## src/rtl/uart_pkg.sv

```systemverilog
// Shared definitions for the parametrised UART receiver: FSM encoding,
// parity-mode constants and the bit-vote helper.
package uart_pkg;

    typedef enum logic [2:0] {
        ST_IDLE  = 3'd0,
        ST_START = 3'd1,
        ST_DATA  = 3'd2,
        ST_PAR   = 3'd3,
        ST_STOP  = 3'd4
    } rx_state_e;

    localparam int unsigned PAR_NONE = 0;
    localparam int unsigned PAR_EVEN = 1;
    localparam int unsigned PAR_ODD  = 2;

    // 2-of-3 majority used to decide each serial bit
    function automatic logic maj3(input logic a, input logic b, input logic c);
        return (a & b) | (a & c) | (b & c);
    endfunction

endpackage

```

## src/rtl/uart_bit_timer.sv

```systemverilog
// Free-running bit-period counter with registered strobes at the three
// mid-bit sample points and at the last cycle of each bit period.
module uart_bit_timer #(
    parameter int unsigned CLKS_PER_BIT = 16
) (
    input  logic clk,
    input  logic rst_n,
    input  logic run_i,
    output logic mid_m1_o,
    output logic mid_o,
    output logic mid_p1_o,
    output logic end_o
);

    localparam int unsigned CNT_W = $clog2(CLKS_PER_BIT);
    localparam int unsigned MID   = CLKS_PER_BIT / 2;

    logic [CNT_W-1:0] cnt_q, cnt_d;

    always_comb begin
        cnt_d = '0;
        if (run_i) begin
            cnt_d = (cnt_q == CNT_W'(CLKS_PER_BIT - 1)) ? '0 : cnt_q + CNT_W'(1);
        end
    end

    // Strobes are decoded from the next count so they align with cnt_q
    always_ff @(posedge clk) begin
        if (!rst_n) begin
            cnt_q    <= '0;
            mid_m1_o <= 1'b0;
            mid_o    <= 1'b0;
            mid_p1_o <= 1'b0;
            end_o    <= 1'b0;
        end else begin
            cnt_q    <= cnt_d;
            mid_m1_o <= run_i && (cnt_d == CNT_W'(MID - 1));
            mid_o    <= run_i && (cnt_d == CNT_W'(MID));
            mid_p1_o <= run_i && (cnt_d == CNT_W'(MID + 1));
            end_o    <= run_i && (cnt_d == CNT_W'(CLKS_PER_BIT - 1));
        end
    end

endmodule

```

## src/rtl/uart_rx_param.sv

```systemverilog
// Parametrised UART receiver: synchronised line, majority-voted bits,
// optional parity, 1/2 stop bits and a valid/ready output word with overrun.
module uart_rx_param
    import uart_pkg::*;
#(
    parameter int unsigned CLKS_PER_BIT = 16,
    parameter int unsigned DATA_BITS    = 8,
    parameter int unsigned PARITY       = 0,
    parameter int unsigned STOP_BITS    = 1
) (
    input  logic                 clk,
    input  logic                 rst_n,
    input  logic                 en,
    input  logic                 rx,
    output logic [DATA_BITS-1:0] rx_data,
    output logic                 rx_valid,
    input  logic                 rx_ready,
    output logic                 parity_err,
    output logic                 frame_err,
    output logic                 overrun,
    output logic                 busy
);

    localparam int unsigned IDX_W = $clog2(DATA_BITS);

    rx_state_e            state_q, state_d;
    logic                 sync1_q, sync2_q, prev_q;
    logic [IDX_W-1:0]     bit_idx_q, bit_idx_d;
    logic                 stop_idx_q, stop_idx_d;
    logic [DATA_BITS-1:0] shift_q, shift_d;
    logic [1:0]           samp_q, samp_d;
    logic                 skip_q, skip_d;
    logic                 perr_q, perr_d;
    logic                 ferr_q, ferr_d;
    logic                 done_c;

    logic [DATA_BITS-1:0] data_q;
    logic                 valid_q, par_err_q, frame_err_q, overrun_q, busy_q;

    logic                 mid_m1, mid, mid_p1, bit_end;
    logic                 rx_s, vote, take;

    uart_bit_timer #(
        .CLKS_PER_BIT(CLKS_PER_BIT)
    ) u_timer (
        .clk      (clk),
        .rst_n    (rst_n),
        .run_i    (state_q != ST_IDLE),
        .mid_m1_o (mid_m1),
        .mid_o    (mid),
        .mid_p1_o (mid_p1),
        .end_o    (bit_end)
    );

    assign rx_s = sync2_q;
    assign vote = maj3(samp_q[1], samp_q[0], rx_s);
    // The START->DATA hop happens mid start bit; ignore its remaining strobes
    assign take = mid_p1 & ~skip_q;

    always_comb begin
        state_d    = state_q;
        bit_idx_d  = bit_idx_q;
        stop_idx_d = stop_idx_q;
        shift_d    = shift_q;
        samp_d     = samp_q;
        skip_d     = skip_q;
        perr_d     = perr_q;
        ferr_d     = ferr_q;
        done_c     = 1'b0;

        if (mid_m1)  samp_d[1] = rx_s;
        if (mid)     samp_d[0] = rx_s;
        if (bit_end) skip_d    = 1'b0;

        unique case (state_q)
            ST_IDLE: begin
                if (en && prev_q && !rx_s) begin
                    state_d    = ST_START;
                    bit_idx_d  = '0;
                    stop_idx_d = 1'b0;
                    perr_d     = 1'b0;
                    ferr_d     = 1'b0;
                end
            end
            ST_START: begin
                if (mid) begin
                    if (rx_s) begin
                        state_d = ST_IDLE;
                    end else begin
                        state_d   = ST_DATA;
                        bit_idx_d = '0;
                        skip_d    = 1'b1;
                    end
                end
            end
            ST_DATA: begin
                if (take) begin
                    shift_d = {vote, shift_q[DATA_BITS-1:1]};
                    if (bit_idx_q == IDX_W'(DATA_BITS - 1)) begin
                        bit_idx_d = '0;
                        state_d   = (PARITY == PAR_NONE) ? ST_STOP : ST_PAR;
                    end else begin
                        bit_idx_d = bit_idx_q + IDX_W'(1);
                    end
                end
            end
            ST_PAR: begin
                if (take) begin
                    perr_d  = (^shift_q) ^ vote ^ (PARITY == PAR_ODD);
                    state_d = ST_STOP;
                end
            end
            ST_STOP: begin
                if (take) begin
                    if (!vote) ferr_d = 1'b1;
                    if (stop_idx_q == 1'(STOP_BITS - 1)) begin
                        done_c  = 1'b1;
                        state_d = ST_IDLE;
                    end else begin
                        stop_idx_d = stop_idx_q + 1'b1;
                    end
                end
            end
            default: state_d = ST_IDLE;
        endcase

        if (!en) state_d = ST_IDLE;
    end

    always_ff @(posedge clk) begin
        if (!rst_n) begin
            state_q    <= ST_IDLE;
            sync1_q    <= 1'b1;
            sync2_q    <= 1'b1;
            prev_q     <= 1'b1;
            bit_idx_q  <= '0;
            stop_idx_q <= 1'b0;
            shift_q    <= '0;
            samp_q     <= '0;
            skip_q     <= 1'b0;
            perr_q     <= 1'b0;
            ferr_q     <= 1'b0;
            busy_q     <= 1'b0;
        end else begin
            state_q    <= state_d;
            sync1_q    <= rx;
            sync2_q    <= sync1_q;
            prev_q     <= sync2_q;
            bit_idx_q  <= bit_idx_d;
            stop_idx_q <= stop_idx_d;
            shift_q    <= shift_d;
            samp_q     <= samp_d;
            skip_q     <= skip_d;
            perr_q     <= perr_d;
            ferr_q     <= ferr_d;
            busy_q     <= (state_d != ST_IDLE);
        end
    end

    // Output word: load on completion unless a held word is still pending
    always_ff @(posedge clk) begin
        if (!rst_n) begin
            data_q      <= '0;
            valid_q     <= 1'b0;
            par_err_q   <= 1'b0;
            frame_err_q <= 1'b0;
            overrun_q   <= 1'b0;
        end else if (!en) begin
            valid_q   <= 1'b0;
            overrun_q <= 1'b0;
        end else if (done_c) begin
            if (!valid_q || rx_ready) begin
                data_q      <= shift_q;
                par_err_q   <= perr_q;
                frame_err_q <= ferr_q | ~vote;
                valid_q     <= 1'b1;
            end else begin
                overrun_q <= 1'b1;
            end
        end else if (valid_q && rx_ready) begin
            valid_q <= 1'b0;
        end
    end

    assign rx_data    = data_q;
    assign rx_valid   = valid_q;
    assign parity_err = par_err_q;
    assign frame_err  = frame_err_q;
    assign overrun    = overrun_q;
    assign busy       = busy_q;

endmodule

```

## config.mk

```make
export PLATFORM = sky130hd
export DESIGN_NAME = uart_rx_param
export DESIGN_NICKNAME = d
export VERILOG_FILES = /design/src/rtl/uart_pkg.sv /design/src/rtl/uart_bit_timer.sv /design/src/rtl/uart_rx_param.sv
export SDC_FILE = /design/constraint.sdc
export NUM_CORES = 1
export LEC_CHECK = 0
export CAP_MARGIN = 20
export CORE_MARGIN = 2
export CORE_UTILIZATION = 59
export DETAILED_ROUTE_END_ITERATION = 12
export HOLD_SLACK_MARGIN = 0.1
export PLACE_DENSITY = 0.94
export SETUP_SLACK_MARGIN = 0.4
export SLEW_MARGIN = 10
export SYNTH_ARGS = -nofsm -noshare
export SYNTH_HDL_FRONTEND = slang
export SYNTH_SLANG_ARGS = --single-unit
```

## constraint.sdc

```tcl
create_clock -name clk -period 4.35 [get_ports clk]
set_clock_uncertainty 0.1 [all_clocks]
set_input_delay 1.0875 -clock clk [delete_from_list [all_inputs] [get_ports clk]]
set_output_delay 1.0875 -clock clk [all_outputs]
set_load 0.02 [all_outputs]
```

Word-level counts from Yosys, hierarchy flattened
Cells that the tools add are included.
{"block": "totals", "ff_bits": 44, "in_bits": 5, "word_cells": 119}
{"block": "classes", "n_addsub": 3, "n_eq_ne": 18, "mux": 37, "bitwise_logic": 11, "reduce_logical": 27}
{"operator": "3-bit two-way mux", "n": 13}
{"operator": "4-bit equality test, second input constant", "n": 4}
{"operator": "1-bit two-way mux", "n": 16}
{"operator": "3-bit one-hot mux with 5 select lines", "n": 1}
{"operator": "2-bit != test, second input constant", "n": 6}
{"operator": "3-bit one-hot mux with 3 select lines", "n": 1}
{"operator": "3-bit AND reduction", "n": 3}
{"operator": "3-bit nonzero test", "n": 3}
{"operator": "4-bit two-way mux", "n": 2}
{"operator": "2-bit AND reduction", "n": 4}
{"operator": "8-bit parity", "n": 1}
{"operator": "1-bit logical AND", "n": 7}
{"operator": "3-bit by 2-bit equality test with 1-bit output, second input constant", "n": 2}
{"operator": "3-bit equality test, second input constant", "n": 2}
{"operator": "1-bit one-hot mux with 2 select lines", "n": 3}
{"operator": "2-bit nonzero test", "n": 3}
{"operator": "5-bit AND reduction", "n": 1}
{"operator": "4-bit by 1-bit adder with 4-bit output, second input constant", "n": 1}
{"operator": "1-bit AND", "n": 4}
{"operator": "4-bit by 3-bit equality test with 1-bit output, second input constant", "n": 1}
{"operator": "2-bit by 1-bit != test with 1-bit output, second input constant", "n": 2}
{"operator": "4-bit AND reduction", "n": 1}
{"operator": "3-bit by 1-bit adder with 3-bit output, second input constant", "n": 1}
{"operator": "3-bit by 1-bit equality test with 1-bit output, second input constant", "n": 1}
{"operator": "other kinds (8)", "n": 13}

Longest topological paths before layout
{"block": "depth", "depth_word": 6, "ltp_mapped": 7, "depth_no_buf": 6}

By module
A second synthesis with hierarchy kept.
{"block": "unflattened", "hier_cells": 187, "area_unflattened_um2": 1841.8}
{"mod": "uart_rx_param", "n_inst": 1, "cells_per_inst": 160, "area_per_inst_um2": 1541.5, "seq_area_each_um2": 700.7}
{"mod": "uart_bit_timer", "n_inst": 1, "cells_per_inst": 27, "area_per_inst_um2": 300.3, "seq_area_each_um2": 160.2}

Worst setup path before layout
No wires, ideal clock.
{"block": "synth_path", "path_kind": "input-to-reg", "start": "in rst_n", "end": "reg bit_idx_q[0]", "t_arrival_ps": 1820, "required_time_ps": 4122, "slack_ps": 2303, "path_stages": 5, "n_path_buf": 3, "path_cell_list": "clkbuf_2 inv_1 buf_2 clkbuf_1 nor2_1"}
{"item": "from (decl)", "line": "uart_rx_param.sv:12", "rtl": "input logic rst_n,"}
{"item": "to (signal assigned)", "line": "uart_rx_param.sv:149", "rtl": "bit_idx_q <= bit_idx_d;"}
{"item": "to (decl)", "line": "uart_rx_param.sv:28", "rtl": "logic [IDX_W-1:0] bit_idx_q, bit_idx_d;"}
No word-level cell between the ends.

==> flow_metrics.env <==
export IMPL_status="finished clean"
export IMPL_setup_slack_ns=1.60
export IMPL_cts_tree="built"
export IMPL_r2r_start="state_q[0]$_SDFF_PN0_"
export IMPL_cts_max_path_buffers=2
export IMPL_vias=1314
export IMPL_gp_congestion=0.785
export IMPL_timing_final_crit_share_pct=63.2
export IMPL_area_growth_pct=11.5
export IMPL_crit_fanout=29
export IMPL_routedWlPerCell_um=14.1
export IMPL_worst_pin_slew_ns=0.834
export IMPL_endpoint_kind="register"
export IMPL_insertion_delay_ns=0.34
export IMPL_comb_power_share_pct=2.6
export IMPL_fmax_ghz=0.364
export IMPL_grt_max_degree=30
export IMPL_grt_ovfl_total=0
export IMPL_grt_pass1_vias=1239
export IMPL_holdCritPathClass="reg -> reg"
export IMPL_synth_area_leaders="dfxtp_1 (48%), mux2i_1 (11%), nor2_1 (6.3%)"
export IMPL_internal_power_mw=0.464
export IMPL_arrival_ns=2.89
export IMPL_p_leak_nw=0.767
export IMPL_post_cts_setup_buffers=0
export IMPL_met3_usage_pct=6.55
export IMPL_min_from="sync1_q$_SDFF_PN1_"
export IMPL_ys_top_cells_by_count="dfxtp_1 (43), nor2_1 (30), mux2i_1 (20), xnor2_1 (9), a21oi_1 (6)"
export IMPL_slew_viol_final=0
export IMPL_post_route_util_pct=70.5
export IMPL_core_um2=2830
export IMPL_drt_pass1_iterations=4
export IMPL_antenna_found_initial=0
export IMPL_p_sw_mw=0.128
export IMPL_grt_use_met2_pct=36.2
export IMPL_hold_buffers=0
export IMPL_die_h_um=59.1
export IMPL_p_sw_share_pct=21.7
export IMPL_syn_inst=178
export IMPL_yosysWarnings=0
export IMPL_drt_wl_total_mm=3.20
export IMPL_fp_row_count=19
export IMPL_hold_violations=0
export IMPL_path_clk_slew_ns=0.11
export IMPL_ios=18
export IMPL_grt_use_total_pct=21.8
export IMPL_nNetsFinal=202
export IMPL_power_density_nw_per_um2=297
export IMPL_top_usage_layer="met2"
export IMPL_power_frac_seq_pct=66.9
export IMPL_hpwlAfterDp_mm=2.31
export IMPL_critPathLaunchType="primary input"
export IMPL_root_buffer="clkbuf_4"
export IMPL_port_buffers=17
export IMPL_ys_ff_latch=43
export IMPL_cts_max_level=2
export IMPL_syn_num_nets=186
export IMPL_met1_usage_pct=26.1
export IMPL_start_util_pct=63.2
export IMPL_yosysUniqueCellTypes=43
export IMPL_syn_avg_cell_area_um2=10.1
export IMPL_syn_cell_area_um2=1790
export IMPL_antenna_left=0
export IMPL_rsz0062_at_grt="no"
export IMPL_period_needed_ns=2.75
export IMPL_max_cap_violations=0
export IMPL_drt_iter0_drc=33
export IMPL_grt_pass1_wl_mm=5.62
export IMPL_timing_critical_path_from="rst_n"
export IMPL_drc_errors=0
export IMPL_p_clk_share_pct=30.5
export IMPL_tns_ns=0
export IMPL_async_flop_share_pct=0
export IMPL_power_mw=0.593
export IMPL_slew_headroom_pct=44.3
export IMPL_critical_path_required_ns=4.49
export IMPL_synth_flop_cell="dfxtp_1"
export IMPL_diodes=0
export IMPL_drive_above_1_share_pct=10.8
export IMPL_nFillCells=190
export IMPL_netlist_area_leader_share_pct=48.1
export IMPL_criticalPathCategory="in -> reg"
export IMPL_post_cts_resized=0
export IMPL_synth_edf_count=0
export IMPL_die_w_um=59.1
export IMPL_cts_buffers=5
export IMPL_peakVddDrop_mv=0.202
export IMPL_yosys_area_top_type="dfxtp_1"
export IMPL_yosysSeqAreaShare_pct=48.1
export IMPL_die_area_um2=3490
export IMPL_setup_viol=0
export IMPL_place_ws_ns=1.25
export IMPL_yosysMostFrequentCell="dfxtp_1"
export IMPL_vias_per_cell=5.81
export IMPL_hold_slack_ns=0.340
export IMPL_clock_sinks=43
==> logic make-up after synthesis <==
group	share of synthesized area, %
AOI/OAI and AO/OA	8.67
xor gates and xnor gates	4.41
adders and majority gates	2.10
buffers and inverters	3.78
DFF	48.1
muxes	12.0
and+or+nand+nor	20.9
==> cell type report <==
type	count	area (um^2)	area share [%]
clock inverters	1	5.00	0.251
inverters	4	15.0	0.752
repair buffers	17	170	8.53
well taps	31	38.8	1.94
multi-input cells	123	861	43.1
clock buffers	7	45.0	2.26
flip-flops and latches	43	861	43.1
==> placed cells by master, fill, tap and decap left out, types with 3 or more instances in the layout <==
cell type,n
dfxtp_1,43
nor2_1,30
mux2i_1,20
clkdlybuf4s50_1,17
xnor2_1,9
a21oi_1,6
nand3_1,5
nand2b_1,5
clkbuf_4,5
inv_1,4
o21ai_0,4
nor3_1,4
nand2_1,3
nand3b_1,3
ha_1,3
==> power by group through the flow <==
stage	Combinational, mW	Sequential (mW)	Clock [mW]
global route	0.0169	0.397	0.201
detailed placement	0.0153	0.405	0
floorplan	0.0101	0.405	0
finish	0.0153	0.396	0.181
global placement	0.0148	0.405	0
CTS	0.0154	0.397	0.187
==> worst max-delay path, stage by stage <==
cell and delay (ns):
clkdlybuf4s50_1 0.66, inv_1 0.45, nor3_1 0.39, nor4b_1 0.30
==> per-stage QoR <==
step | instances | cell area, um^2
after floorplan | 178 | 1790
after detailed placement | 218 | 1950
after CTS | 226 | 2000
after global placement | 218 | 1950
after global routing | 226 | 2000
final | 226 | 2000
==> registers in the layout, indices dropped and copies added (netlist names), 2 cells and up <==
register and count:
shift_q 8, rx_data 8, bit_idx_q 3, u_timer.cnt_q 4
samp_q 2, state_q 3
==> layer usage <==
metal	wire, um	up-vias	share of wire [%]
met5	0	-	0
met4	42	0	1.3
met3	119	4	3.7
met2	1630	26	51
met1	1400	641	44
li1	-	643	-
==> path summary, 6_finish.rpt <==
path | to | slack, ns | depth (start not counted)
max reg2reg | rx_data[2]$_SDFFE_PN0P_ | 2.59 | 5
min reg2reg | rx_s$_SDFF_PN1_ | 0.34 | 1
min | rx_s$_SDFF_PN1_ | 0.34 | 1
max | u_timer.mid_p1_o$_SDFF_PN0_ | 1.60 | 4
Note: power is estimated with default switching activity, not from simulation.
